[config.mk]
export PLATFORM = sky130hd
export DESIGN_NAME = usbdev_aon_resume
export DESIGN_NICKNAME = d
export VERILOG_FILES = /design/src/rtl/usbdev_pkg.sv /design/src/rtl/prim_flop_2sync.sv /design/src/rtl/usbdev_aon_resume_cnt.sv /design/src/rtl/usbdev_aon_resume.sv
export SDC_FILE = /design/constraint.sdc
export NUM_CORES = 1
export LEC_CHECK = 0
export CORE_ASPECT_RATIO = 1.75
export CORE_MARGIN = 5
export CORE_UTILIZATION = 40
export CTS_BUF_LIST = sky130_fd_sc_hd__clkbuf_2 sky130_fd_sc_hd__clkbuf_4 sky130_fd_sc_hd__clkbuf_8
export CTS_CLUSTER_SIZE = 16
export DETAILED_ROUTE_END_ITERATION = 8
export PLACE_DENSITY = 0.66
export SYNTH_ARGS = -nofsm -noshare
export SYNTH_HDL_FRONTEND = slang
export SYNTH_SLANG_ARGS = --single-unit
[constraint.sdc]
create_clock -name clk_aon_i -period 3.4 [get_ports clk_aon_i]
set_input_delay 0.51 -clock clk_aon_i [delete_from_list [all_inputs] [get_ports clk_aon_i]]
set_output_delay 0.51 -clock clk_aon_i [all_outputs]
set_load 0.01 [all_outputs]
[src/rtl/usbdev_pkg.sv]
// Shared types and default timing constants for the always-on USB resume generator.
package usbdev_pkg;

  typedef enum logic [1:0] {
    ResumeIdle     = 2'd0,
    ResumeWaitIdle = 2'd1,
    ResumeDriveK   = 2'd2,
    ResumeDone     = 2'd3
  } usbdev_aon_resume_state_e;

  // 5 ms of idle bus and 2 ms of K drive at the 200 kHz AON clock.
  localparam int unsigned UsbAonResumeMinIdleCycles = 1000;
  localparam int unsigned UsbAonResumeKCycles       = 400;

endpackage

[src/rtl/prim_flop_2sync.sv]
// Two-stage flop synchronizer for asynchronous single-bit or bundled inputs.
module prim_flop_2sync #(
  parameter int               Width      = 1,
  parameter logic [Width-1:0] ResetValue = '0
) (
  input  logic             clk_i,
  input  logic             rst_ni,
  input  logic [Width-1:0] d_i,
  output logic [Width-1:0] q_o
);

  logic [Width-1:0] stage1_q;
  logic [Width-1:0] stage2_q;

  always_ff @(posedge clk_i or negedge rst_ni) begin
    if (!rst_ni) begin
      stage1_q <= ResetValue;
      stage2_q <= ResetValue;
    end else begin
      stage1_q <= d_i;
      stage2_q <= stage1_q;
    end
  end

  assign q_o = stage2_q;

endmodule

[src/rtl/usbdev_aon_resume_cnt.sv]
// Saturating up-counter with synchronous clear; max_o flags the terminal value.
module usbdev_aon_resume_cnt #(
  parameter int               Width  = 12,
  parameter logic [Width-1:0] MaxVal = '1
) (
  input  logic             clk_aon_i,
  input  logic             rst_aon_ni,
  input  logic             clr_i,
  input  logic             en_i,
  output logic [Width-1:0] cnt_o,
  output logic             max_o
);

  logic [Width-1:0] cnt_q;

  always_ff @(posedge clk_aon_i or negedge rst_aon_ni) begin
    if (!rst_aon_ni) begin
      cnt_q <= '0;
    end else if (clr_i) begin
      cnt_q <= '0;
    end else if (en_i && (cnt_q != MaxVal)) begin
      cnt_q <= cnt_q + 1'b1;
    end
  end

  assign cnt_o = cnt_q;
  assign max_o = (cnt_q == MaxVal);

endmodule

[src/rtl/usbdev_aon_resume.sv]
// Always-on USB remote-wakeup generator: waits for an idle (J) bus, then drives K.
// Optional macro USBDEV_AON_RESUME_SENSE_ABORT_EN aborts resume on VBUS sense loss.
module usbdev_aon_resume
  import usbdev_pkg::*;
#(
  parameter int unsigned MinIdleCycles = UsbAonResumeMinIdleCycles,
  parameter int unsigned KCycles       = UsbAonResumeKCycles,
  parameter int unsigned CntWidth      = 12
) (
  input  logic clk_aon_i,
  input  logic rst_aon_ni,
  input  logic usb_dp_i,
  input  logic usb_dn_i,
  input  logic usb_sense_i,
  input  logic usb_dppullup_en_i,
  input  logic usb_dnpullup_en_i,
  input  logic wake_detect_active_aon_i,
  input  logic remote_wake_en_aon_i,
  input  logic remote_wake_req_aon_i,
  output logic usb_dp_o,
  output logic usb_dn_o,
  output logic usb_oe_o,
  output logic resume_busy_aon_o,
  output logic resume_done_aon_o,
  output logic resume_abort_aon_o
);

  usbdev_aon_resume_state_e state_q, state_d;

  logic [1:0] pad_s;
  logic       j_sync;
  logic       sense_lost;
  logic       idle_sat, k_last;
  logic       abort_d;
  logic       oe_q, dp_q, dn_q, busy_q, done_q, abort_q;
  logic [CntWidth-1:0] idle_cnt, k_cnt;

  prim_flop_2sync #(
    .Width     (2),
    .ResetValue(2'b00)
  ) u_pad_sync (
    .clk_i (clk_aon_i),
    .rst_ni(rst_aon_ni),
    .d_i   ({usb_dp_i, usb_dn_i}),
    .q_o   (pad_s)
  );

  // J is whatever level the enabled pull-up produces, so pin flip and low speed fall out.
  assign j_sync = (pad_s[1] == usb_dppullup_en_i) && (pad_s[0] == usb_dnpullup_en_i);

`ifdef USBDEV_AON_RESUME_SENSE_ABORT_EN
  logic       sense_s;
  logic [1:0] sense_hist_q;
  logic       sense_filt_q;

  prim_flop_2sync #(
    .Width     (1),
    .ResetValue(1'b1)
  ) u_sense_sync (
    .clk_i (clk_aon_i),
    .rst_ni(rst_aon_ni),
    .d_i   (usb_sense_i),
    .q_o   (sense_s)
  );

  // Filtered sense only moves once three consecutive samples agree.
  always_ff @(posedge clk_aon_i or negedge rst_aon_ni) begin
    if (!rst_aon_ni) begin
      sense_hist_q <= 2'b11;
      sense_filt_q <= 1'b1;
    end else begin
      sense_hist_q <= {sense_hist_q[0], sense_s};
      if (sense_hist_q == {2{sense_s}}) begin
        sense_filt_q <= sense_s;
      end
    end
  end

  assign sense_lost = !sense_filt_q;
`else
  logic unused_sense;
  assign unused_sense = usb_sense_i;
  assign sense_lost   = 1'b0;
`endif

  usbdev_aon_resume_cnt #(
    .Width (CntWidth),
    .MaxVal(CntWidth'(MinIdleCycles))
  ) u_idle_cnt (
    .clk_aon_i (clk_aon_i),
    .rst_aon_ni(rst_aon_ni),
    .clr_i     (!wake_detect_active_aon_i || !j_sync || (state_q == ResumeDriveK)),
    .en_i      (wake_detect_active_aon_i && j_sync && (state_q != ResumeDriveK)),
    .cnt_o     (idle_cnt),
    .max_o     (idle_sat)
  );

  usbdev_aon_resume_cnt #(
    .Width (CntWidth),
    .MaxVal(CntWidth'(KCycles - 1))
  ) u_k_cnt (
    .clk_aon_i (clk_aon_i),
    .rst_aon_ni(rst_aon_ni),
    .clr_i     (state_q != ResumeDriveK),
    .en_i      (state_q == ResumeDriveK),
    .cnt_o     (k_cnt),
    .max_o     (k_last)
  );

  logic [2*CntWidth-1:0] unused_cnt;
  assign unused_cnt = {idle_cnt, k_cnt};

  always_comb begin
    state_d = state_q;
    abort_d = 1'b0;
    unique case (state_q)
      ResumeIdle: begin
        if (remote_wake_req_aon_i && remote_wake_en_aon_i && wake_detect_active_aon_i) begin
          state_d = ResumeWaitIdle;
        end
      end
      ResumeWaitIdle: begin
        // Host activity while waiting means it is already resuming the link itself.
        if (!j_sync) begin
          state_d = ResumeIdle;
          abort_d = 1'b1;
        end else if (idle_sat) begin
          state_d = ResumeDriveK;
        end
      end
      ResumeDriveK: begin
        if (k_last) begin
          state_d = ResumeDone;
        end
      end
      ResumeDone: begin
        state_d = ResumeIdle;
      end
      default: state_d = ResumeIdle;
    endcase

    if (!wake_detect_active_aon_i ||
        (sense_lost && ((state_q == ResumeWaitIdle) || (state_q == ResumeDriveK)))) begin
      state_d = ResumeIdle;
      abort_d = (state_q == ResumeWaitIdle) || (state_q == ResumeDriveK);
    end
  end

  // Outputs are decoded from the next state so pads switch cleanly from flops.
  always_ff @(posedge clk_aon_i or negedge rst_aon_ni) begin
    if (!rst_aon_ni) begin
      state_q <= ResumeIdle;
      oe_q    <= 1'b0;
      dp_q    <= 1'b0;
      dn_q    <= 1'b0;
      busy_q  <= 1'b0;
      done_q  <= 1'b0;
      abort_q <= 1'b0;
    end else begin
      state_q <= state_d;
      oe_q    <= (state_d == ResumeDriveK);
      dp_q    <= (state_d == ResumeDriveK) && usb_dnpullup_en_i;
      dn_q    <= (state_d == ResumeDriveK) && usb_dppullup_en_i;
      busy_q  <= (state_d == ResumeWaitIdle) || (state_d == ResumeDriveK);
      done_q  <= (state_d == ResumeDone);
      abort_q <= abort_d;
    end
  end

  assign usb_oe_o           = oe_q;
  assign usb_dp_o           = dp_q;
  assign usb_dn_o           = dn_q;
  assign resume_busy_aon_o  = busy_q;
  assign resume_done_aon_o  = done_q;
  assign resume_abort_aon_o = abort_q;

endmodule

==> results of run 1 <==
state kept, by name, indices dropped and copies added (netlist names):
name                 flops
state_q                  2
u_pad_sync.stage1_q      2
resume_abort_aon_o       1
usb_oe_o                 1
u_idle_cnt.cnt_o        12
resume_done_aon_o        1
u_pad_sync.q_o           2
u_k_cnt.cnt_o           12
usb_dp_o                 1
usb_dn_o                 1
resume_busy_aon_o        1
layout by cell type, fill, tap and decap left out, drive strengths merged, types with 7 or more instances in the layout:
master	n
dfrtp	36
nor2	24
clkdlybuf4s50	14
nand2	10
xnor2	10
ha	10
inv	9
xor2	9
nand3	8
clkbuf	7
worst paths after layout:
check | cells after the start | endpoint | slack [ns]
setup / recovery | 6 | usb_dp_o | 0.71
hold / removal | 0 | u_pad_sync.q_o[0] | 0.36
setup reg to reg | 6 | usb_dp_o | 0.71
hold reg to reg | 0 | u_pad_sync.q_o[0] | 0.36
max in group asynchronous | 2 | u_k_cnt.cnt_o[11] | 2.44
min in group asynchronous | 2 | u_pad_sync.q_o[0] | 0.64
logic make-up (layout without fill, tap and decap cells):
logic type	after synthesis	count (layout)	synth area share, %
AOI/OAI and AO/OA	14	14	6.557
buffers and inverters	12	32	2.665
and+or+nand+nor	71	71	20.97
adders and majority gates	10	10	7.205
muxes	2	2	1.153
xor gates and xnor gates	19	19	9.582
DFF	36	36	51.87
metal layers:
metal	up-vias	wire length, microns	share of wire, %
met3	10	80	2.4
met5	-	0	0
li1	601	-	-
met4	0	125	3.8
met1	605	1270	38
met2	16	1848	56
report_power, final:
group          internal (W)  switching (W)  total [W]  leakage, nW
combinational     0.0000224      0.0000270  0.0000494        0.341
sequential         0.000434     0.00000347   0.000438        0.492
clock              0.000173       0.000148   0.000321       0.0479
worst max-delay path, cell delays in order, from the launching register on:
cell,delay (ns)
dfrtp_1,0.44
or4_1,0.53
or4_1,0.64
o311ai_4,0.27
o311ai_0,0.26
ha_1,0.28
and2_1,0.15
area by class of cell:
class | count | area share, %
Clock inverter | 1 | 0.3697
Inverter | 9 | 1.664
Timing Repair Buffer | 15 | 7.270
Sequential cell | 36 | 44.36
Clock buffer | 7 | 4.436
Multi-Input combinational cell | 116 | 38.88
Tap cell | 49 | 3.019
stage by stage:
| step | util [%] | cell area (sq um) |
|---|---|---|
| floorplan | - | 1737 |
| global placement | 46.15 | 1933 |
| detailed placement | 46.15 | 1933 |
| CTS | 48.48 | 2031 |
| global route | 48.48 | 2031 |
| finish | 48.48 | 2031 |
==> flow_summary.yaml, run 1 <==
run_status:
  status: "completed"
sta:
  max_freq_ghz: 0.3713
  timing.final.crit_period_ns: 2.693
  setup_viol: 0
  worst_slew_pin_slew_ns: 0.5807
  finalHoldViolCount: 0
  max_slew_margin_pct: 60.79
  fin_ws_ns: 0.7068
  rsz0062_at_grt: "false"
  period_share_pct: 79.21
  skew_ns: 0.009982
  tns_ns: 0
  whs_ns: 0.3608
  slew_viol_final: 0
floorplanning:
  die_area_sq_um: 5811
  start_util_pct: 41.46
  coreArea_sq_um: 4189
  ios: 16
  die_h_microns: 97.17
  die_w_microns: 59.81
  rows: 31
clock_network:
  cts_resized: 0
  cts_tree: "yes"
  cts_buffers: 5
  cts-root-buf: "clkbuf_8"
  clkTransAtPathRegs_ns: 0.07
  clk_latency_ns: 0.29
  clk_path_buf_depth: 2
  clkSinkCount: 36
  cts_hold_buf: 0
  postCtsSetupBuffers: 0
  htreeDepth: 2
logic_synthesis:
  synth_top_area_share_pct: 51.87
  synth_most_common_cell: "dfrtp_1"
  syn_area_sq_um: 1737
  synthCells: 164
  synth_edf_count: 0
  ys_seq_area_share_pct: 51.87
  ys_types: 33
  yosys_register_bits: 36
  synth_area_leaders: "dfrtp_1 52%, ha_1 7.2%, nor2_1 5.2%, xnor2_1 5.0%, xor2_1 4.5%"
  syn_nets: 184
  synth_top_area_cell: "dfrtp_1"
  avgSynthCellArea_sq_um: 10.59
  synthArstFlopShare_pct: 100.0
  yosysWarningCount: 0
  ys_top_cells_by_count: "36 x dfrtp_1, 24 x nor2_1, 10 x ha_1, 10 x nand2_1, 10 x xnor2_1"
  synth_ff_type: "dfrtp_1"
placed_design:
  pre_cts_ws_ns: 0.7090
  hpwlAfterDp_microns: 2408
  portBuffers: 14
  dp_cells: 225
  gp_congestion: 0.8024
global_routing:
  met3_usage_pct: 3.723
  grt_max_degree: 37
  overflow: 0
  grt_pass1_wl_microns: 5982
  grt_busiest_layer: "met2"
  grtUsageTotal_pct: 13.44
  use_met1_pct: 14.91
  grt_use_met2_pct: 22.17
  antenna_found_initial: 0
  grt_pass1_vias: 1283
route:
  firstDrtPassIters: 4
  drt_iter0_markers: 30
  routed_wl_microns: 3323
  ant_nets: 0
  drc_errors: 0
  avgRoutedWirePerCell_microns: 14.26
  vias: 1232
  viasPerCell: 5.288
final_layout:
  multi_input_area_sq_um: 789.5
  seqCellArea_sq_um: 900.9
  stdcell_count: 233
  syn_to_final_growth_pct: 16.93
  nFillCells: 385
  diodes: 0
  fin_nets: 203
  layout-drive-gt1-share_pct: 5.435
setup_path:
  regToRegStartpoint: "u_k_cnt.cnt_o[6]"
  end_kind: "register"
  worstPathMaxFanout: 6
  required_ns: 3.57
  path_class: "register to register"
  critPathLaunch: "u_k_cnt.cnt_o[6]"
  arrival_ns: 2.87
  critPathLaunchType: "register"
worst_hold_path:
  hp-start: "u_pad_sync.stage1_q[0]"
  worstHoldPathType: "register to register"
power:
  leakagePower_nw: 0.8805
  vdd_ir_drop_max_mv: 0.2461
  finalPower_w: 0.0008079
  p_per_area_nw_per_um2: 397.8
job:
  maxCapViolCount: 0
(Power assumes the default switching activity.)
==> run 2: changes to the inputs <==
==> constraint.sdc (replaced) <==
create_clock -name clk_aon_i -period 2.7 [get_ports clk_aon_i]
set_input_delay 0.405 -clock clk_aon_i [delete_from_list [all_inputs] [get_ports clk_aon_i]]
set_output_delay 0.405 -clock clk_aon_i [all_outputs]
set_load 0.01 [all_outputs]
==> run 2 against run 1 <==
  * Critical path depth did not move
  * Clock power rose by 26%
  * Via count rose by 1.5%
  * Flip-flop and latch count did not move
  * Combinational power rose by 26%
  * Worst hold slack got worse by 0.0085 ns
  * Routed wire length rose by 0.81%
  * Maximum frequency rose by 6.3%
  * Final area rose by 0.74%
  * Core utilization rose by 0.36 points
  * Largest cell class unchanged
  * Highest routed layer unchanged
==> flow_summary.yaml, run 2 (synthesis results as in run 1) <==
clock_network:
  cts_resized: 0
  cts-root-buf: "clkbuf_8"
  clkSinkCount: 36
  postCtsSetupBuffers: 0
  htreeDepth: 2
  cts_buffers: 5
  clkTransAtPathRegs_ns: 0.07
  clk_latency_ns: 0.29
  clk_path_buf_depth: 2
  cts_hold_buf: 0
  cts_tree: "yes"
global_routing:
  grtUsageTotal_pct: 13.89
  grt_max_degree: 37
  antenna_found_initial: 0
  grt_pass1_vias: 1387
  overflow: 0
  grt_pass1_wl_microns: 6216
setup_path:
  critPathBufInv: 0
  crit_path_frequent_cell: "or4_1"
  path_cells: "or4_1, or4_1, o311ai_4, o311ai_0, ha_1, and2_1"
  arrival_ns: 2.71
  worstPathMaxFanout: 6
  rr_worst_depth: 6
  crit_cells: 6
  cpPeakStageDelay_ns: 0.55
  critPathLaunchType: "register"
  cp_slowest_cell: "or4_1"
  critical-path-top-delay-family: "simple AND/OR/NAND/NOR gates"
  end_kind: "register"
  path_class: "register to register"
  required_ns: 2.88
final_layout:
  syn_to_final_growth_pct: 17.80
  layout_commonest_cell: "dfrtp_1"
  multi_input_area_sq_um: 789.5
  layout-drive-gt1-share_pct: 6.452
  diodes: 0
  fin_nets: 205
  final_area_sq_um: 2046
  final_cell_mix: "36 x dfrtp_1, 24 x nor2_1, 14 x clkdlybuf4s50_1"
  seqCellArea_sq_um: 900.9
  nFillCells: 387
sta:
  fin_ws_ns: 0.1661
  rsz0062_at_grt: "false"
  tns_ns: 0
  whs_ns: 0.3523
  skew_ns: 0.003513
  period_share_pct: 93.85
  max_freq_ghz: 0.3946
  finalHoldViolCount: 0
  slew_viol_final: 0
  setup_viol: 0
  max_slew_margin_pct: 64.96
  worst_slew_pin_slew_ns: 0.5190
  timing.final.crit_period_ns: 2.534
route:
  vias: 1251
  firstDrtPassIters: 4
  avgRoutedWirePerCell_microns: 14.26
  ant_nets: 0
  viasPerCell: 5.323
  routed_wl_microns: 3350
  drc_errors: 0
  drt_iter0_markers: 55
floorplanning:
  start_util_pct: 41.46
  rows: 31
  ios: 16
  die_w_microns: 59.81
  die_h_microns: 97.17
  die_area_sq_um: 5811
  coreArea_sq_um: 4189
worst_hold_path:
  worstHoldPathType: "register to register"
  worstHoldPathCells: 0
placed_design:
  portBuffers: 14
  hpwlAfterDp_microns: 2424
  pre_cts_ws_ns: 0.1645
  place_area_sq_um: 1948
  gp_congestion: 0.8209
power:
  p_per_area_nw_per_um2: 498.2
  vdd_ir_drop_max_mv: 0.3694
  leakagePower_nw: 0.8901
run_status:
  status: "completed"
job:
  maxCapViolCount: 0
==> run 2: final timing paths <==
kind                            slack, ns                    from                  end
worst max-delay path                 0.17        u_k_cnt.cnt_o[6]             usb_dp_o
worst min-delay path                 0.35  u_pad_sync.stage1_q[0]    u_pad_sync.q_o[0]
worst max register to register       0.17        u_k_cnt.cnt_o[6]             usb_dp_o
worst min register to register       0.35  u_pad_sync.stage1_q[0]    u_pad_sync.q_o[0]
max in group asynchronous            1.86              rst_aon_ni     u_k_cnt.cnt_o[6]
min in group asynchronous            0.53              rst_aon_ni  u_idle_cnt.cnt_o[9]
==> run 2: power by group <==
| part | total, W | switching (W) | leakage [nW] | internal (W) |
|---|---|---|---|---|
| clock network | 0.000406 | 0.000189 | 0.0479 | 0.000217 |
| registers | 0.000551 | 0.00000400 | 0.492 | 0.000547 |
| logic | 0.0000621 | 0.0000337 | 0.350 | 0.0000284 |
==> run 2: area by class of cell <==
class	instances	area share [%]
Timing Repair Buffer	17	7.951
Clock buffer	7	4.404
Inverter	9	1.651
Multi-Input combinational cell	116	38.59
Sequential cell	36	44.04
Tap cell	49	2.997
Clock inverter	1	0.3670
==> run 2: metrics by stage <==
step           utilization [%]  std cells  power [W]
2_1_floorplan                -        164  0.0005888
6_report                 48.84        235   0.001019
3_3_place_gp             46.51        227  0.0006218
3_5_place_dp             46.51        227  0.0006241
5_1_grt                  48.84        235   0.001068
4_1_cts                  48.84        235   0.001030
==> run 2: routing by layer <==
layer / GRT usage (%) / vias to the layer above / routed length, microns
li1: - / 607 / -
met1: 14.81 / 614 / 1280
met2: 23.25 / 17 / 1850
met3: 3.457 / 13 / 107
met4: 8.532 / 0 / 112
met5: 0 / - / 0
==> run 3: changes to the inputs <==
--- a/config.mk
+++ b/config.mk
@@ -5,13 +5,16 @@
 export SDC_FILE = /design/constraint.sdc
 export NUM_CORES = 1
 export LEC_CHECK = 0
+export CELL_PAD_IN_SITES_DETAIL_PLACEMENT = 1
+export CELL_PAD_IN_SITES_GLOBAL_PLACEMENT = 1
 export CORE_ASPECT_RATIO = 1.75
 export CORE_MARGIN = 5
 export CORE_UTILIZATION = 40
 export CTS_BUF_LIST = sky130_fd_sc_hd__clkbuf_2 sky130_fd_sc_hd__clkbuf_4 sky130_fd_sc_hd__clkbuf_8
 export CTS_CLUSTER_SIZE = 16
 export DETAILED_ROUTE_END_ITERATION = 8
-export PLACE_DENSITY = 0.66
+export PLACE_DENSITY = 0.78
 export SYNTH_ARGS = -nofsm -noshare
 export SYNTH_HDL_FRONTEND = slang
+export SYNTH_HIERARCHICAL = 1
 export SYNTH_SLANG_ARGS = --single-unit
==> run 3 against run 2 <==
  * Worst setup slack better by 0.19 ns
  * Critical path depth is 4 higher
  * Sequential share of layout area is 3.5 points lower
  * First-iteration DRC count is 58% lower
  * Global-route usage is 0.087 points lower
==> flow_summary.yaml, run 3 <==
sta:
  max_freq_ghz: 0.4275
  skew_ns: 0.009731
  setup_viol: 0
  worst_slew_pin_slew_ns: 0.4967
  tns_ns: 0
  slew_viol_final: 0
  whs_ns: 0.3552
  finalHoldViolCount: 0
  timing.final.crit_period_ns: 2.339
  rsz0062_at_grt: "false"
  max_slew_margin_pct: 66.79
  period_share_pct: 86.64
logic_synthesis:
  syn_nets: 207
  synth_ff_type: "dfrtp_1"
  synthCells: 188
  synthArstFlopShare_pct: 100.0
  synth_edf_count: 0
  avgSynthCellArea_sq_um: 10.17
  ys_seq_area_share_pct: 47.12
  synth_top_area_share_pct: 47.12
  synth_area_leaders: "dfrtp_1 47%, ha_1 5.9%, nor2_1 4.9%, xnor2_1 3.2%, inv_1 2.7%"
  yosysWarningCount: 6
  synth_most_common_cell: "dfrtp_1"
  ys_types: 44
  synth_top_area_cell: "dfrtp_1"
  syn_area_sq_um: 1912
  ys_top_cells_by_count: "36 x dfrtp_1, 25 x nor2_1, 14 x inv_1"
  yosys_register_bits: 36
floorplanning:
  start_util_pct: 40.98
  ios: 16
  die_w_microns: 62.26
  coreArea_sq_um: 4666
  rows: 33
  die_h_microns: 101.5
  die_area_sq_um: 6317
route:
  firstDrtPassIters: 4
  avgRoutedWirePerCell_microns: 15.44
  routed_wl_microns: 4044
  drt_iter0_markers: 23
  vias: 1416
  drc_errors: 0
  ant_nets: 0
  viasPerCell: 5.405
final_layout:
  layout-drive-gt1-share_pct: 10.95
  diodes: 0
  layout_commonest_cell: "dfrtp_1"
  nFillCells: 543
  syn_to_final_growth_pct: 16.16
  final_cell_mix: "36 x dfrtp_1, 25 x nor2_1, 14 x inv_1, 14 x clkdlybuf4s50_1, 10 x nand2_1"
  stdcell_count: 262
  fin_nets: 228
  final_area_sq_um: 2221
  utilization_pct: 47.60
run_status:
  status: "completed"
placed_design:
  portBuffers: 14
  hpwlAfterDp_microns: 2959
  gp_congestion: 0.7587
  dp_cells: 254
  place_area_sq_um: 2128
clock_network:
  cts_resized: 0
  clkTransAtPathRegs_ns: 0.08
  cts-root-buf: "clkbuf_8"
  cts_tree: "yes"
  postCtsSetupBuffers: 0
  clk_latency_ns: 0.28
  htreeDepth: 2
  clk_path_buf_depth: 2
  cts_hold_buf: 0
  cts_buffers: 5
  clkSinkCount: 36
power:
  p_per_area_nw_per_um2: 651.1
  vdd_ir_drop_max_mv: 0.4509
  leakagePower_nw: 0.9261
setup_path:
  arrival_ns: 2.57
  worstPathMaxFanout: 5
  end_kind: "register"
  critPathLaunchType: "register"
  path_class: "register to register"
  required_ns: 2.93
global_routing:
  grt_pass1_vias: 1576
  grt_max_degree: 37
  overflow: 0
  grt_pass1_wl_microns: 6975
  antenna_found_initial: 0
  grtUsageTotal_pct: 13.80
job:
  maxCapViolCount: 0
worst_hold_path:
  worstHoldPathType: "register to register"
-- run 3: cell count changes in the layout (fill, tap and decap cells not counted), moves of 3 or more --
cell,previous run,this run
a21oi_1,1,5
and2_1,4,1
inv_1,9,14
mux2_1,0,3
mux2_2,0,4
nor2b_1,0,8
nor4_1,1,5
xnor2_1,10,7
xor2_1,9,4
-- run 3: layout make-up --
| class | count | area, sq um | share of cell area (%) |
|---|---|---|---|
| Multi-Input combinational cell | 135 | 947.2 | 42.65 |
| Tap cell | 52 | 65.06 | 2.930 |
| Clock inverter | 2 | 10.01 | 0.4507 |
| Timing Repair Buffer | 17 | 162.7 | 7.324 |
| Clock buffer | 6 | 82.58 | 3.718 |
| Sequential cell | 36 | 900.9 | 40.56 |
| Inverter | 14 | 52.55 | 2.366 |
-- run 3: path summary, 6_finish.rpt --
kind | cells past startpoint | slack [ns] | end | startpoint
max in group asynchronous | 2 | 1.81 | u_k_cnt/cnt_o[0] | rst_aon_ni
max | 10 | 0.36 | usb_dp_o | u_idle_cnt/cnt_o[0]
min in group asynchronous | 2 | 0.54 | usb_dp_o | rst_aon_ni
min | 0 | 0.36 | u_pad_sync/q_o[0] | u_pad_sync/stage1_q[0]
max reg2reg | 10 | 0.36 | usb_dp_o | u_idle_cnt/cnt_o[0]
min reg2reg | 0 | 0.36 | u_pad_sync/q_o[0] | u_pad_sync/stage1_q[0]
-- run 3: cells by family after synthesis --
logic type,count (synthesis),synth area share (%)
AO/OA/AOI/OAI,21,7.854
XOR/XNOR,11,5.039
flip-flops,36,47.12
multiplexers,10,5.955
buffers and inverters,17,3.338
AND/OR/NAND/NOR,84,24.80
adder cells (fa/ha/maj),9,5.890
-- run 3: worst max-delay path, cell delays in order, from the launching register on --
cell and delay [ns]:
dfrtp_1 0.44, inv_1 0.09, ha_1 0.13, nor4bb_1 0.36
nand2_1 0.12, nor2_1 0.13, nand3b_1 0.13, nor3_1 0.08
o311ai_1 0.40, ha_1 0.25, and2_2 0.14
-- run 3: stage by stage --
step / setup slack (ns) / total power [W]
2_1_floorplan: 0.7045 / 0.0009060
3_3_place_gp: 0.2344 / 0.001060
3_5_place_dp: 0.2131 / 0.001071
4_1_cts: 0.3177 / 0.001480
5_1_grt: 0.1142 / 0.001551
6_report: 0.3606 / 0.001446
-- run 3: layer usage --
| layer | wire, microns | GRT usage (%) | vias up |
|---|---|---|---|
| met5 | 0 | 0 | - |
| met4 | 93 | 6.863 | 0 |
| met3 | 70 | 2.331 | 8 |
| met2 | 2356 | 28.12 | 10 |
| met1 | 1524 | 12.68 | 697 |
| li1 | - | - | 701 |
-- run 3: power breakdown --
| group | internal [W] | switching [W] |
|---|---|---|
| registers | 0.000589 | 0.0000261 |
| clock network | 0.000204 | 0.000189 |
| logic | 0.000195 | 0.000244 |
